File: config.mk
export PLATFORM = sky130hd
export DESIGN_NAME = sfifo_wf
export DESIGN_NICKNAME = d
export VERILOG_FILES = /design/src/rtl/sfifo_wf.sv
export SDC_FILE = /design/constraint.sdc
export NUM_CORES = 1
export LEC_CHECK = 0
export ABC_AREA = 1
export BUFFER_PORTS_ARGS = -buffer_cell sky130_fd_sc_hd__buf_2
export CELL_PAD_IN_SITES_DETAIL_PLACEMENT = 0
export CELL_PAD_IN_SITES_GLOBAL_PLACEMENT = 2
export CORE_MARGIN = 4
export CORE_UTILIZATION = 43
export DETAILED_ROUTE_END_ITERATION = 10
export PLACE_DENSITY_LB_ADDON = 0.1
export SLEW_MARGIN = 10
export SYNTH_ARGS = -nofsm -noshare
export SYNTH_HDL_FRONTEND = slang
export SYNTH_SLANG_ARGS = --single-unit
export TNS_END_PERCENT = 10
File: constraint.sdc
create_clock -name clk -period 3.2 [get_ports clk]
set_input_delay 0.48 -clock clk [delete_from_list [all_inputs] [get_ports clk]]
set_output_delay 0.48 -clock clk [all_outputs]
set_load 0.02 [all_outputs]
File: src/rtl/sfifo_wf.sv
// rtl/sfifo_wf.sv - single-clock FIFO on a write-first dual-port RAM with level and flags
module sfifo_wf #(
    parameter int DEPTH         = 4,
    parameter int WIDTH         = 32,
    parameter int AFULL_THRESH  = 12,
    parameter int AEMPTY_THRESH = 2
) (
    input  logic             clk,
    input  logic             srst,
    input  logic             wr_en,
    input  logic [WIDTH-1:0] din,
    output logic             full,
    output logic             afull,
    output logic             overflow,
    input  logic             rd_en,
    output logic [WIDTH-1:0] dout,
    output logic             dout_valid,
    output logic             empty,
    output logic             aempty,
    output logic             underflow,
    output logic [DEPTH:0]   level
);

    localparam logic [DEPTH:0]   CAP     = (DEPTH+1)'(2**DEPTH);
    localparam logic [DEPTH:0]   AF_T    = (DEPTH+1)'(AFULL_THRESH);
    localparam logic [DEPTH:0]   AE_T    = (DEPTH+1)'(AEMPTY_THRESH);
    localparam logic [DEPTH:0]   LVL_ONE = (DEPTH+1)'(1);
    localparam logic [DEPTH-1:0] PTR_ONE = DEPTH'(1);

    logic [WIDTH-1:0] mem [0:(2**DEPTH)-1];
    logic [DEPTH-1:0] wr_ptr;
    logic [DEPTH-1:0] rd_ptr;
    logic [DEPTH:0]   level_nxt;
    logic             wr_acc;
    logic             rd_acc;

    // Acceptance uses the registered flags, so a read on empty or a write on
    // full is rejected even when the opposite port is active in the same cycle.
    assign wr_acc = wr_en && !full  && !srst;
    assign rd_acc = rd_en && !empty && !srst;

    always_comb begin
        level_nxt = level;
        if (wr_acc && !rd_acc) begin
            level_nxt = level + LVL_ONE;
        end else if (rd_acc && !wr_acc) begin
            level_nxt = level - LVL_ONE;
        end
    end

    // Storage array carries no reset; contents survive srst.
    always_ff @(posedge clk) begin
        if (wr_acc) begin
            mem[wr_ptr] <= din;
        end
    end

    always_ff @(posedge clk) begin
        if (srst) begin
            wr_ptr     <= '0;
            rd_ptr     <= '0;
            level      <= '0;
            full       <= 1'b0;
            empty      <= 1'b1;
            afull      <= (AFULL_THRESH == 0);
            aempty     <= 1'b1;
            dout       <= '0;
            dout_valid <= 1'b0;
            overflow   <= 1'b0;
            underflow  <= 1'b0;
        end else begin
            if (wr_acc) begin
                wr_ptr <= wr_ptr + PTR_ONE;
            end
            if (rd_acc) begin
                rd_ptr <= rd_ptr + PTR_ONE;
                dout   <= mem[rd_ptr];
            end
            level      <= level_nxt;
            full       <= (level_nxt == CAP);
            empty      <= (level_nxt == '0);
            afull      <= (level_nxt >= AF_T);
            aempty     <= (level_nxt <= AE_T);
            dout_valid <= rd_acc;
            overflow   <= wr_en && full;
            underflow  <= rd_en && empty;
        end
    end

endmodule

==> results.py, run 1 <==
metrics = {
    "grt": {
        "grt_pass1_vias": 14000,
        "track_usage_pct": 21.2,
        "grt_max_degree": 137,
        "grt_overflow_total": 0,
        "grt_pass1_wl_microns": 90300,
        "antenna_found_initial": 3,
    },
    "detailed_routing": {
        "postRouteAntennaNets": 0,
        "wl_per_cell_microns": 22.5,
        "vias": 14300,
        "viasPerCell": 5.37,
        "wl_microns": 59900,
        "drt_iter0_markers": 1084,
        "drc": 0,
        "first_pass_iters": 5,
    },
    "synthesis": {
        "synth_xor_area_share_pct": 0.117,
        "synthTopCellsByCount": "edfxtp_1 (512), nor2_1 (439), o21ai_0 (250), nand2_1 (167), nand3_1 (145)",
        "yosys-top-cells-area": "edfxtp_1 (69%), nor2_1 (7.4%), o21ai_0 (5.6%)",
        "synth_area_per_cell_sq_um": 12.0,
        "syn_inst": 1865,
        "synth_seq_cells": 564,
        "async_flop_share_pct": 0,
        "synthMuxAreaShare_pct": 0,
        "yosysSeqAreaShare_pct": 73.4,
        "ys.flop_type": "edfxtp_1",
        "yosysMostFrequentCell": "edfxtp_1",
        "ys_warn_count": 0,
        "synth_nets": 1908,
        "yosys.area.top_type": "edfxtp_1",
        "synth.distinct_cells": 22,
        "synth-edff-count": 512,
        "synth_top_family_by_area": "simple AND/OR/NAND/NOR gates",
        "yosys.area_share.simple_pct": 13.6,
        "synth_compound_area_share_pct": 8.87,
        "synth_top_area_share_pct": 68.7,
        "synthAdderAreaFrac_pct": 0.392,
        "syn_area_sq_um": 22400,
    },
    "worst_setup_path": {
        "r2r-end": "mem[0][13]$_DFFE_PP_",
        "r2r_cells": 6,
        "crit_path_end": "mem[0][13]$_DFFE_PP_",
        "cp.required_ps": 3500,
        "reg2reg_from": "full$_SDFF_PP0_",
        "cp_max_fo": 25,
        "path_class": "reg -> reg",
        "critPathLaunch": "full$_SDFF_PP0_",
        "cp-start-kind": "flip-flop",
        "reg2reg_setup_slack_ps": 1070,
        "crit_arrival_ps": 2430,
        "endpoint_kind": "flip-flop",
    },
    "timing": {
        "setup_viol": 0,
        "grt_setup_unrepaired": "no",
        "setup_tns_ps": 0,
        "hold_viol": 0,
        "maxSlewHeadroom_pct": 33.1,
        "report.final.slew_viol_count": 0,
        "fin_crit_sh_pct": 66.5,
        "clock_skew_ps": 16.6,
        "period_needed_ps": 2130,
        "fmax_mhz": 470,
        "worst_pin_slew_ps": 1000,
    },
    "clocking": {
        "h-tree-depth": 2,
        "post-cts-setup-buffers": 0,
        "cts_tree": "done",
        "ctsHoldBuffers": 0,
        "insertion_delay_ps": 630,
        "ctsLongestPathBuffers": 3,
        "clockRootBuffer": "clkbuf_16",
        "clk_pin_slew_worst_paths_ps": 60,
        "ctsResizeCount": 0,
        "cts-buffers-inserted": 59,
        "cts_sinks": 564,
    },
    "die": {
        "placementRows": 83,
        "die_h_microns": 236,
        "ios": 80,
        "dieArea_sq_um": 55700,
        "start_util_pct": 43.5,
        "design.core.area_sq_um": 51400,
        "dieWidth_microns": 236,
    },
    "final_layout": {
        "post-route-util_pct": 49.9,
        "area_growth_pct": 14.8,
        "n_fill_cell": 4591,
        "final_nets": 1979,
        "layout-drive-gt1-share_pct": 12.0,
    },
    "power_and_ir_drop": {
        "p_per_area_nw_per_um2": 688,
        "leakage_nw": 9.03,
        "peakVddDrop_mv": 0.450,
    },
    "flow_run": {
        "drv_cap": 0,
    },
    "placed_design": {
        "place_congestion": 0.745,
        "dp_hpwl_microns": 31100,
        "portBuffers": 79,
    },
    "worst_hold_path": {
        "min_path_type": "in -> reg",
    },
    "outcome": {
        "status": "completed",
    },
}
## critical path: stages (launching register included)
cell	delay (ps)
dfxtp_1	330
inv_1	90
nand3_1	220
inv_1	210
nand2_1	270
nor2_4	410
buf_12	280
## worst min path at each step
| stage | cells past startpoint | end | from | slack [ps] |
|---|---|---|---|---|
| floorplan | 2 | wr_ptr[2]$_SDFFE_PP0P_ | wr_ptr[2]$_SDFFE_PP0P_ | 480 |
| global placement | 2 | underflow$_SDFF_PP0_ | empty$_SDFF_PP1_ | 490 |
| detailed placement | 2 | underflow$_SDFF_PP0_ | empty$_SDFF_PP1_ | 470 |
| CTS | 3 | underflow$_SDFF_PP0_ | rd_en | 80 |
| global route | 3 | underflow$_SDFF_PP0_ | rd_en | 110 |
| finish | 3 | underflow$_SDFF_PP0_ | rd_en | 110 |
## area by class of cell
| class | count | area [sq um] | area share, % |
|---|---|---|---|
| sequential | 564 | 16400 | 64.0 |
| multi-input combinational | 1123 | 5280 | 20.6 |
| clock buffer | 79 | 1630 | 6.36 |
| timing repair buffer | 127 | 956 | 3.72 |
| tap | 680 | 851 | 3.31 |
| clock inverter | 32 | 294 | 1.15 |
| inverter | 61 | 234 | 0.911 |
| antenna | 1 | 2.50 | 0.00975 |
## state kept, by name, indices dropped and copies added, names as in the netlist, 4 cells and up
name    cells
wr_ptr      4
rd_ptr      4
dout       32
level       5
mem       512
## layer usage
layer	up-vias	global-route usage, %	share of wire (%)
met5	-	0	0.018
met4	2	5.57	2.0
met3	82	3.04	4.3
met2	306	35.1	48
met1	7167	29.9	46
li1	6766	-	-
## metrics by stage
step / total power, mW / hold slack [ps] / area [sq um] / setup WS [ps] / std cells
finish: 17.7 / 115 / 25700 / 1070 / 2667
global route: 18.5 / 106 / 25700 / 913 / 2666
CTS: 17.9 / 75.4 / 25700 / 1020 / 2666
detailed placement: 11.0 / 475 / 23700 / 643 / 2555
global placement: 11.0 / 488 / 23700 / 680 / 2555
floorplan: 10.2 / 477 / 22400 / 409 / 1865
## cells in the final DEF, fill, tap and decap left out, drive strengths merged
cell type,instances
buf,127
ha,7
nand3b,1
clkbuf,79
clkinvlp,2
o211ai,87
dfxtp,52
edfxtp,512
clkinv,25
o21ai,256
a21oi,10
bufinv,5
nand3,145
nand4,3
nor2,439
nand2,167
xor2,3
inv,61
diode,1
nor3,5
## power by group
group / internal [mW] / switching, mW / leakage [nW]
sequential: 8.23 / 0.128 / 5.04
combinational: 0.744 / 1.76 / 3.04
clock: 3.97 / 2.84 / 0.946
## kinds of logic after synthesis
logic type | after synthesis
AO/OA/AOI/OAI | 353
buffers and inverters | 178
AND/OR/NAND/NOR | 760
XOR/XNOR | 3
adder cells (fa/ha/maj) | 7
flip-flops | 564
(Power assumes the default switching activity.)
==> inputs of run 2 (changes only) <==
Clock period 3.2 ns to 2.1 ns, I/O delays scaled along.
==> results.py, run 2 (synthesized netlist as in run 1, its figures left out) <==
metrics = {
    "grt": {
        "track_usage_pct": 21.3,
        "antenna_found_initial": 3,
        "grt_max_degree": 104,
        "grt_pass1_vias": 14000,
        "grt_pass1_wl_microns": 90500,
        "grt_overflow_total": 0,
    },
    "timing": {
        "worst_pin_slew_ps": 601,
        "fmax_mhz": 539,
        "worst_slack_ps": 246,
        "fin_crit_sh_pct": 88.3,
        "period_needed_ps": 1850,
        "grt_setup_unrepaired": "no",
        "maxSlewHeadroom_pct": 59.9,
        "clock_skew_ps": 13.1,
        "report.final.slew_viol_count": 0,
        "setup_viol": 0,
        "hold_viol": 0,
    },
    "placed_design": {
        "place_congestion": 0.775,
        "post-place-ws_ps": 116,
        "dp_hpwl_microns": 34400,
        "dp.cells": 2578,
        "placed_cell_area_sq_um": 24200,
        "portBuffers": 79,
    },
    "clocking": {
        "ctsResizeCount": 0,
        "cts_tree": "done",
        "clockRootBuffer": "clkbuf_16",
        "clk_pin_slew_worst_paths_ps": 60,
        "ctsHoldBuffers": 2,
        "post-cts-setup-buffers": 0,
        "h-tree-depth": 2,
        "cts_sinks": 564,
        "insertion_delay_ps": 610,
        "cts-buffers-inserted": 60,
        "ctsLongestPathBuffers": 3,
    },
    "detailed_routing": {
        "first_pass_iters": 5,
        "postRouteAntennaNets": 0,
        "wl_microns": 60200,
        "vias": 14400,
        "wl_per_cell_microns": 22.4,
        "viasPerCell": 5.34,
        "drt_iter0_markers": 1026,
        "drc": 0,
    },
    "worst_setup_path": {
        "crit_arrival_ps": 2140,
        "path_class": "reg -> reg",
        "endpoint_kind": "flip-flop",
        "cp-start-kind": "flip-flop",
        "reg2reg_setup_slack_ps": 250,
        "r2r-end": "mem[0][7]$_DFFE_PP_",
        "crit_path_end": "mem[0][7]$_DFFE_PP_",
        "critPathLaunch": "full$_SDFF_PP0_",
        "r2r_cells": 6,
        "cp_max_fo": 16,
        "reg2reg_from": "full$_SDFF_PP0_",
        "cp.required_ps": 2390,
    },
    "power_and_ir_drop": {
        "pwr-share-clk_pct": 37.3,
        "peakVddDrop_mv": 0.718,
        "netSwitchingFraction_pct": 27.0,
        "p_switching_mw": 7.21,
        "leakage_nw": 9.19,
        "p_seq_share_pct": 47.7,
        "pwr-share-comb_pct": 14.9,
        "p_int_mw": 19.5,
        "p_per_area_nw_per_um2": 1030,
    },
    "final_layout": {
        "final_nets": 2005,
        "top_regs": "mem: 512 flops, dout: 32 flops, level: 5 flops",
        "n_antenna_cell": 0,
        "layout_commonest_cell": "edfxtp_1",
        "regMostFlops": "mem",
        "stdcell_area_sq_um": 26000,
        "layout-drive-gt1-share_pct": 12.8,
        "area_growth_pct": 16.4,
        "largest_register_ffs": 512,
        "final_cell_count_no_fill": 2691,
        "final_cell_mix": "edfxtp_1 (512), nor2_1 (422), o21ai_0 (250)",
        "post-route-util_pct": 50.6,
    },
    "die": {
        "ios": 80,
        "start_util_pct": 43.5,
        "die_h_microns": 236,
        "dieArea_sq_um": 55700,
        "placementRows": 83,
        "dieWidth_microns": 236,
        "design.core.area_sq_um": 51400,
    },
    "flow_run": {
        "drv_cap": 0,
    },
    "worst_hold_path": {
        "min_path_type": "in -> reg",
    },
    "outcome": {
        "status": "completed",
    },
}
run 2: changes by cell type in the layout (fill, tap and decap cells not counted), sizes merged:
cell         previous run  this run
dlygate4sd3             0         2
bufinv                  5         2
clkinv                 25        28
clkinvlp                2         0
diode                   1         0
clkbuf                 79        82
inv                    61        60
buf                   127       150
run 2: layer usage:
metal | vias up | share of wire, % | global-route usage, %
met5 | - | 0.045 | 0
met4 | 4 | 2.0 | 5.77
met3 | 84 | 4.6 | 3.32
met2 | 332 | 47 | 33.8
met1 | 7136 | 47 | 30.9
li1 | 6817 | - | -
run 2: metrics by stage:
stage / total power, mW / TNS [ps] / hold WS (ps)
2_1_floorplan: 15.6 / -30590 / 399
3_3_place_gp: 17.0 / 0 / 464
3_5_place_dp: 17.0 / 0 / 464
4_1_cts: 27.1 / 0 / 40.6
5_1_grt: 28.0 / 0 / 71.5
6_report: 26.7 / 0 / 81.4
run 2: how the worst min path moves through the flow:
stage	slack, ps	from	cells past startpoint	end
after detailed placement	460	empty$_SDFF_PP1_	2	underflow$_SDFF_PP0_
after global routing	70	din[20]	1	mem[5][20]$_DFFE_PP_
after floorplan	400	srst	1	level[2]$_SDFF_PP0_
after global placement	460	empty$_SDFF_PP1_	2	underflow$_SDFF_PP0_
after CTS	40	din[17]	1	mem[12][17]$_DFFE_PP_
final	80	din[17]	1	mem[12][17]$_DFFE_PP_
run 2: cell type report:
class / count / area (sq um)
fill: 4577 / 25400
tap: 680 / 851
clock inverter: 29 / 190
clock buffer: 82 / 1670
sequential: 564 / 16400
multi-input combinational: 1123 / 5280
inverter: 61 / 234
timing repair buffer: 152 / 1390
run 2: power groups by stage:
| stage | Combinational, mW | Sequential, mW | Clock, mW |
|---|---|---|---|
| after floorplan | 2.37 | 13.2 | 0 |
| after global placement | 4.01 | 13.0 | 0 |
| after detailed placement | 4.03 | 13.0 | 0 |
| after CTS | 4.05 | 12.8 | 10.3 |
| after global routing | 4.47 | 12.8 | 10.7 |
| final | 4.00 | 12.8 | 9.99 |
run 2: critical path: stages, from the launching register on:
cell,delay [ps]
dfxtp_1,320
inv_1,90
nand3_1,130
inv_1,190
nand2_1,280
nor2_4,200
buf_4,300
